===== src/rtl/video_timing_meter.sv =====
// Receive-side raster meter: measures line/frame geometry and locks once stable.
// Optional lock-loss counter is built when VTM_ERRCNT_EN is defined; otherwise err_cnt is tied to 0.
module video_timing_meter #(
  parameter int W           = 10,
  parameter int LOCK_FRAMES = 2
) (
  input  logic         clk,
  input  logic         reset,
  input  logic         clk_pix,
  input  logic         hsync,
  input  logic         vsync,
  input  logic         hbl,
  input  logic         vbl,
  output logic [W-1:0] htotal,
  output logic [W-1:0] hactive,
  output logic [W-1:0] vtotal,
  output logic [W-1:0] vactive,
  output logic         locked,
  output logic         frame_stb,
  output logic [7:0]   err_cnt
);

  localparam logic [W-1:0] CMAX = {W{1'b1}};

  typedef enum logic [1:0] {IDLE, ACQUIRE, LOCKED} state_t;

  function automatic logic [W-1:0] sat_inc(input logic [W-1:0] v);
    return (v == CMAX) ? v : v + 1'b1;
  endfunction

  state_t       state, state_nxt;
  logic [7:0]   match, match_nxt;
  logic         hs_q, vs_q, hs_rise, vs_rise;
  logic [W-1:0] hcnt, hacnt, line_q, hact_q, vcnt, vacnt, ref_len;
  logic         ref_vld, bad;
  logic [W-1:0] line_new, hact_new, vcnt_new, vacnt_new, cand_len, cand_hact;
  logic [W-1:0] prev_len, prev_hact, prev_v, prev_va;
  logic         frame_bad, timeout, cand_eq, load_res, stb_nxt;

  assign hs_rise   = clk_pix & hsync & ~hs_q;
  assign vs_rise   = clk_pix & vsync & ~vs_q;
  assign line_new  = sat_inc(hcnt);
  assign hact_new  = hbl ? hacnt : sat_inc(hacnt);
  assign vcnt_new  = hs_rise ? sat_inc(vcnt) : vcnt;
  assign vacnt_new = (hs_rise && !vbl) ? sat_inc(vacnt) : vacnt;
  // A coincident hsync rise closes its line into the frame that is closing now.
  assign cand_len  = hs_rise ? line_new : line_q;
  assign cand_hact = hs_rise ? hact_new : hact_q;
  assign frame_bad = bad
                   | (hs_rise & ((ref_vld & (line_new != ref_len))
                                 | (line_new == CMAX) | (hact_new == CMAX)))
                   | (vcnt_new == CMAX) | (vacnt_new == CMAX);
  assign timeout   = clk_pix & ((~hs_rise & (hcnt == CMAX)) | (~vs_rise & (vcnt == CMAX)));
  assign cand_eq   = ({cand_len, cand_hact, vcnt_new, vacnt_new}
                      == {prev_len, prev_hact, prev_v, prev_va});

  // Raster measurement counters
  always_ff @(posedge clk) begin
    if (reset) begin
      hs_q    <= 1'b0;
      vs_q    <= 1'b0;
      hcnt    <= '0;
      hacnt   <= '0;
      line_q  <= '0;
      hact_q  <= '0;
      vcnt    <= '0;
      vacnt   <= '0;
      ref_len <= '0;
      ref_vld <= 1'b0;
      bad     <= 1'b0;
    end else if (clk_pix) begin
      hs_q <= hsync;
      vs_q <= vsync;
      if (hs_rise) begin
        hcnt   <= '0;
        hacnt  <= '0;
        line_q <= line_new;
        hact_q <= hact_new;
      end else begin
        hcnt  <= sat_inc(hcnt);
        hacnt <= hact_new;
      end
      if (vs_rise) begin
        vcnt    <= '0;
        vacnt   <= '0;
        bad     <= 1'b0;
        ref_vld <= 1'b0;
      end else begin
        vcnt  <= vcnt_new;
        vacnt <= vacnt_new;
        bad   <= frame_bad;
        if (hs_rise && !ref_vld) begin
          ref_len <= line_new;
          ref_vld <= 1'b1;
        end
      end
    end
  end

  // Lock FSM: state register
  always_ff @(posedge clk) begin
    if (reset) begin
      state <= IDLE;
      match <= '0;
    end else begin
      state <= state_nxt;
      match <= match_nxt;
    end
  end

  // Lock FSM: next state
  always_comb begin
    state_nxt = state;
    match_nxt = match;
    if (timeout) begin
      state_nxt = IDLE;
      match_nxt = '0;
    end else if (vs_rise) begin
      case (state)
        IDLE: begin
          state_nxt = ACQUIRE;
          match_nxt = '0;
        end
        ACQUIRE: begin
          if (frame_bad)                  match_nxt = '0;
          else if (cand_eq || match == 0) match_nxt = match + 8'd1;
          else                            match_nxt = 8'd1;
          if (int'(match_nxt) >= LOCK_FRAMES) state_nxt = LOCKED;
        end
        LOCKED: begin
          if (frame_bad || !cand_eq) begin
            state_nxt = ACQUIRE;
            match_nxt = frame_bad ? 8'd0 : 8'd1;
          end
        end
        default: begin
          state_nxt = IDLE;
          match_nxt = '0;
        end
      endcase
    end
  end

  // Lock FSM: outputs
  always_comb begin
    locked   = (state == LOCKED);
    load_res = (state != LOCKED) && (state_nxt == LOCKED);
    stb_nxt  = (state == LOCKED) && (state_nxt == LOCKED) && vs_rise;
  end

  // Results change only on entry into LOCKED
  always_ff @(posedge clk) begin
    if (reset) begin
      htotal    <= '0;
      hactive   <= '0;
      vtotal    <= '0;
      vactive   <= '0;
      frame_stb <= 1'b0;
      prev_len  <= '0;
      prev_hact <= '0;
      prev_v    <= '0;
      prev_va   <= '0;
    end else begin
      frame_stb <= stb_nxt;
      if (vs_rise) begin
        prev_len  <= cand_len;
        prev_hact <= cand_hact;
        prev_v    <= vcnt_new;
        prev_va   <= vacnt_new;
      end
      if (load_res) begin
        htotal  <= cand_len;
        hactive <= cand_hact;
        vtotal  <= vcnt_new;
        vactive <= vacnt_new;
      end
    end
  end

`ifdef VTM_ERRCNT_EN
  logic err_inc;
  assign err_inc = (state == LOCKED) && (state_nxt != LOCKED);

  always_ff @(posedge clk) begin
    if (reset)                              err_cnt <= '0;
    else if (err_inc && err_cnt != 8'hFF)   err_cnt <= err_cnt + 8'd1;
  end
`else
  assign err_cnt = '0;
`endif

endmodule


===== config.mk =====
export PLATFORM = sky130hd
export DESIGN_NAME = video_timing_meter
export DESIGN_NICKNAME = d
export VERILOG_FILES = /design/src/rtl/video_timing_meter.sv
export SDC_FILE = /design/constraint.sdc
export NUM_CORES = 1
export LEC_CHECK = 0
export ABC_AREA = 1
export BUFFER_PORTS_ARGS = -buffer_cell sky130_fd_sc_hd__buf_2
export CAP_MARGIN = 0
export CELL_PAD_IN_SITES_DETAIL_PLACEMENT = 0
export CELL_PAD_IN_SITES_GLOBAL_PLACEMENT = 1
export CORE_MARGIN = 5
export CORE_UTILIZATION = 40
export DETAILED_ROUTE_END_ITERATION = 10
export GPL_TIMING_DRIVEN = 0
export PLACE_DENSITY_LB_ADDON = 0.1
export SYNTH_ARGS = -nofsm -noshare
export SYNTH_HDL_FRONTEND = slang
export SYNTH_SLANG_ARGS = --single-unit

===== constraint.sdc =====
create_clock -name clk -period 4.14 [get_ports clk]
set_input_delay 0.828 -clock clk [delete_from_list [all_inputs] [get_ports clk]]
set_output_delay 0.828 -clock clk [all_outputs]
set_load 0.005 [all_outputs]

==> results.toml <==
[floorplan]
number_of_top_level_design_ports = 57
die_area_um2 = 25000
rows = 54
initial_core_util = 0.404
die_h_um = 158
floorplan.core_area_um2 = 21800
floorplan.die.width_um = 158

[yosys]
synth_seq_cells = 165
synthTopCellsByCount = "438 x nand2_1, 204 x inv_1, 172 x nor2_1"
synth_top_cells_by_area = "dfxtp_1 38%, nand2_1 19%, inv_1 8.7%"
syn_inst_count = 1390
post-synth-top-count-cell = "nand2_1"
synth.yosys.seq_area_share = 0.376
share_of_flip_flops_with_an_asynchronous_set_or_reset = 0
top_ff_cell_synth = "dfxtp_1"
synthesis.area_um2 = 8790
synth_enable_flop_cells = 0
syn_avg_cell_area_um2 = 6.33
synth.largest_area_cell = "dfxtp_1"
ys.warnings.count = 0
netlist-cell-type-count = 39
post_synth_top_area_share = 0.376

[placed_design]
hpwl_um = 19800
place.gp.congestion = 0.878
dpl-instance-area_um2 = 9400
placement.setup.worst_slack_ns = -0.806
buffer_ports.inserted = 47

[pwr]
total_power_consumption_w = 0.00391
vdd_ir_drop_max_v = 0.000262
pwr_per_cell_area_nw_per_um2 = 378
total_leakage_power_nw = 4.86

[clock_network]
cts_inserted_buffers = 17
tritoncts = "done"
cts.hold.buffers_added = 0
clkSinkCount = 165
clockRootBuffer = "clkbuf_16"
clkTransAtPathRegs_ns = 0.07
cts.htree.levels = 4
insertion_delay_ns = 0.44
max-clock-path-buffers = 2

[timing]
max_freq_ghz = 0.256
clock_skew_ns = 0.0132
final-hold-violation-count = 0
timing_worst_slew_pin_value_ns = 1.04
setup_slack_ns = 0.235
final_setup_violation_count = 0
min_period_ns = 3.91
timing.slew.headroom = 0.300
fin_crit_sh = 0.943
fin_tns_setup_ns = 0
drv_slew = 0

[final_layout]
fill_cells = 2359
layout-area-overhead-vs-synth_pct = 17.6
finish.utilization = 0.475
post-route-cell-area_um2 = 10300
drive_gt1_frac = 0.128
antenna_cells = 0
final_net_count = 1495

[routing]
route.detailed.drc = 0
via_per_inst = 4.85
firstDrtPassIters = 5
avgRoutedWirePerCell_um = 15.1
count_of_vias_placed_by_the_detailed_router = 8586
antenna_left = 0
drt-total-wl_um = 26700
drt_iter0_drc = 549

[grt]
number_of_global_route_vias_before_repair = 7761
track_usage = 0.213
first_pass_grt_wire_length_um = 41600
grt_max_degree = 17
antenna_found_initial = 0
globalRouteOverflowTotal = 0

[worst_hold_path]
hold-path-endpoint = "vs_q$_SDFFE_PP0P_"
hold_path.class = "reg -> reg"
hold_start = "vs_q$_SDFFE_PP0P_"
hold_depth = 2

[critical_path]
path_max_fanout = 10
setup.reg_to_reg.worst_slack_ns = 0.23
rr_endpoint = "vtotal[6]$_SDFFE_PP0P_"
cp-start-kind = "flop"
r2r_cells = 26
path_class = "reg -> reg"
worstPathArrival_ns = 4.25
cp.required_ns = 4.48
critPathCaptureType = "flop"
rr_startpoint = "hcnt[0]$_SDFFE_PP0P_"

[flow_run]
timing.max_cap.violations = 0

[run_status]
status = "complete, no violations"
==> timing repair <==
item	CTS	global route
buffers inserted	2	12
gates cloned	0	1
endpoints found under the setup margin	38	43
pin swaps	1	8
gates resized for setup	14	71
==> cell type report <==
type | count | area [µm²] | share of cell area
Multi-Input combinational cell | 968 | 4660 | 0.450
Sequential cell | 165 | 3310 | 0.320
Inverter | 206 | 773 | 0.0748
Clock buffer | 18 | 429 | 0.0415
Tap cell | 280 | 350 | 0.0339
Timing Repair Buffer | 62 | 345 | 0.0334
Buffer | 58 | 337 | 0.0325
Clock inverter | 13 | 140 | 0.0135
==> critical path, stage by stage (launching register included) <==
cell and delay (ns):
dfxtp_4 0.41, ha_2 0.22, nand2_2 0.10, nor2_4 0.17
nand3_4 0.16, buf_12 0.20, nand3_1 0.17, nand2_2 0.12
nand2_1 0.08, nand3_1 0.11, nor2_1 0.10, nand4_1 0.12
nor2_1 0.16, nand2_2 0.13, nand2_1 0.12, buf_6 0.14
nand2_1 0.05, nand2_1 0.07, nor2_1 0.06, nand3_1 0.07
nand2_1 0.09, a21oi_4 0.29, nand3_4 0.13, buf_8 0.18
buf_4 0.17, nor2_1 0.12, nor2_1 0.06
==> power breakdown <==
part           leakage [nW]  internal [W]  switching (W)
registers              1.35       0.00167      0.0000476
logic                  3.24      0.000212       0.000401
clock network         0.281      0.000850       0.000737
==> state kept, by name (all words and copies together), names as in the netlist <==
register,count
bad,1
hacnt,10
hcnt,10
prev_hact,10
hactive,10
hs_q,1
vs_q,1
frame_stb,1
vtotal,10
ref_len,10
vactive,10
prev_len,10
prev_va,10
vcnt,10
ref_vld,1
htotal,10
vacnt,10
line_q,10
match,8
prev_v,10
hact_q,10
state,2
==> placed cells by master, fill, tap and decap left out, types with 7 or more instances in the layout <==
cell	count
xnor2_1	9
a21oi_1	35
nand3_1	117
o21ai_0	18
nand2_1	419
or2_2	12
xor2_1	14
clkbuf_1	29
nor2_2	7
nand4_1	29
buf_4	26
nand2_2	20
conb_1	8
dfxtp_1	160
o22ai_1	39
buf_2	51
nor2_1	160
ha_1	7
inv_6	7
inv_1	203
clkbuf_16	17
nor3_1	26
nor2_4	8
==> metal layers <==
layer | track usage | up-vias | part of all wire
li1 | - | 4536 | -
met1 | 0.303 | 3871 | 0.50
met2 | 0.341 | 153 | 0.45
met3 | 0.0323 | 26 | 0.037
met4 | 0.0516 | 0 | 0.015
met5 | 0 | - | 0
==> kinds of logic (layout without fill, tap and decap cells) <==
kind of cell,after synthesis,in the layout,synth area share
flops,165,165,0.376
fa+ha+maj,10,10,0.0142
xor+xnor,25,25,0.0249
buf+inv,264,357,0.121
simple gates,813,813,0.388
compound gates,112,112,0.0754
other cells,1,8,0.000427
==> worst max path at each step <==
stage                                from                endpoint  cells past startpoint
floorplan                           hsync  htotal[4]$_SDFFE_PP0P_                     23
global placement                  clk_pix  vtotal[5]$_SDFFE_PP0P_                     25
detailed placement                clk_pix  vtotal[5]$_SDFFE_PP0P_                     25
CTS                 vacnt[0]$_SDFFE_PP0P_  htotal[9]$_SDFFE_PP0P_                     28
global route                      clk_pix  vtotal[6]$_SDFFE_PP0P_                     26
finish               hcnt[0]$_SDFFE_PP0P_  vtotal[6]$_SDFFE_PP0P_                     26
==> metrics by stage <==
stage               std cells  hold slack, ns
floorplan                1397           0.441
global placement         1724           0.448
detailed placement       1724           0.454
CTS                      1757           0.464
global route             1770           0.507
finish                   1770           0.463
(Power assumes the default switching activity.)
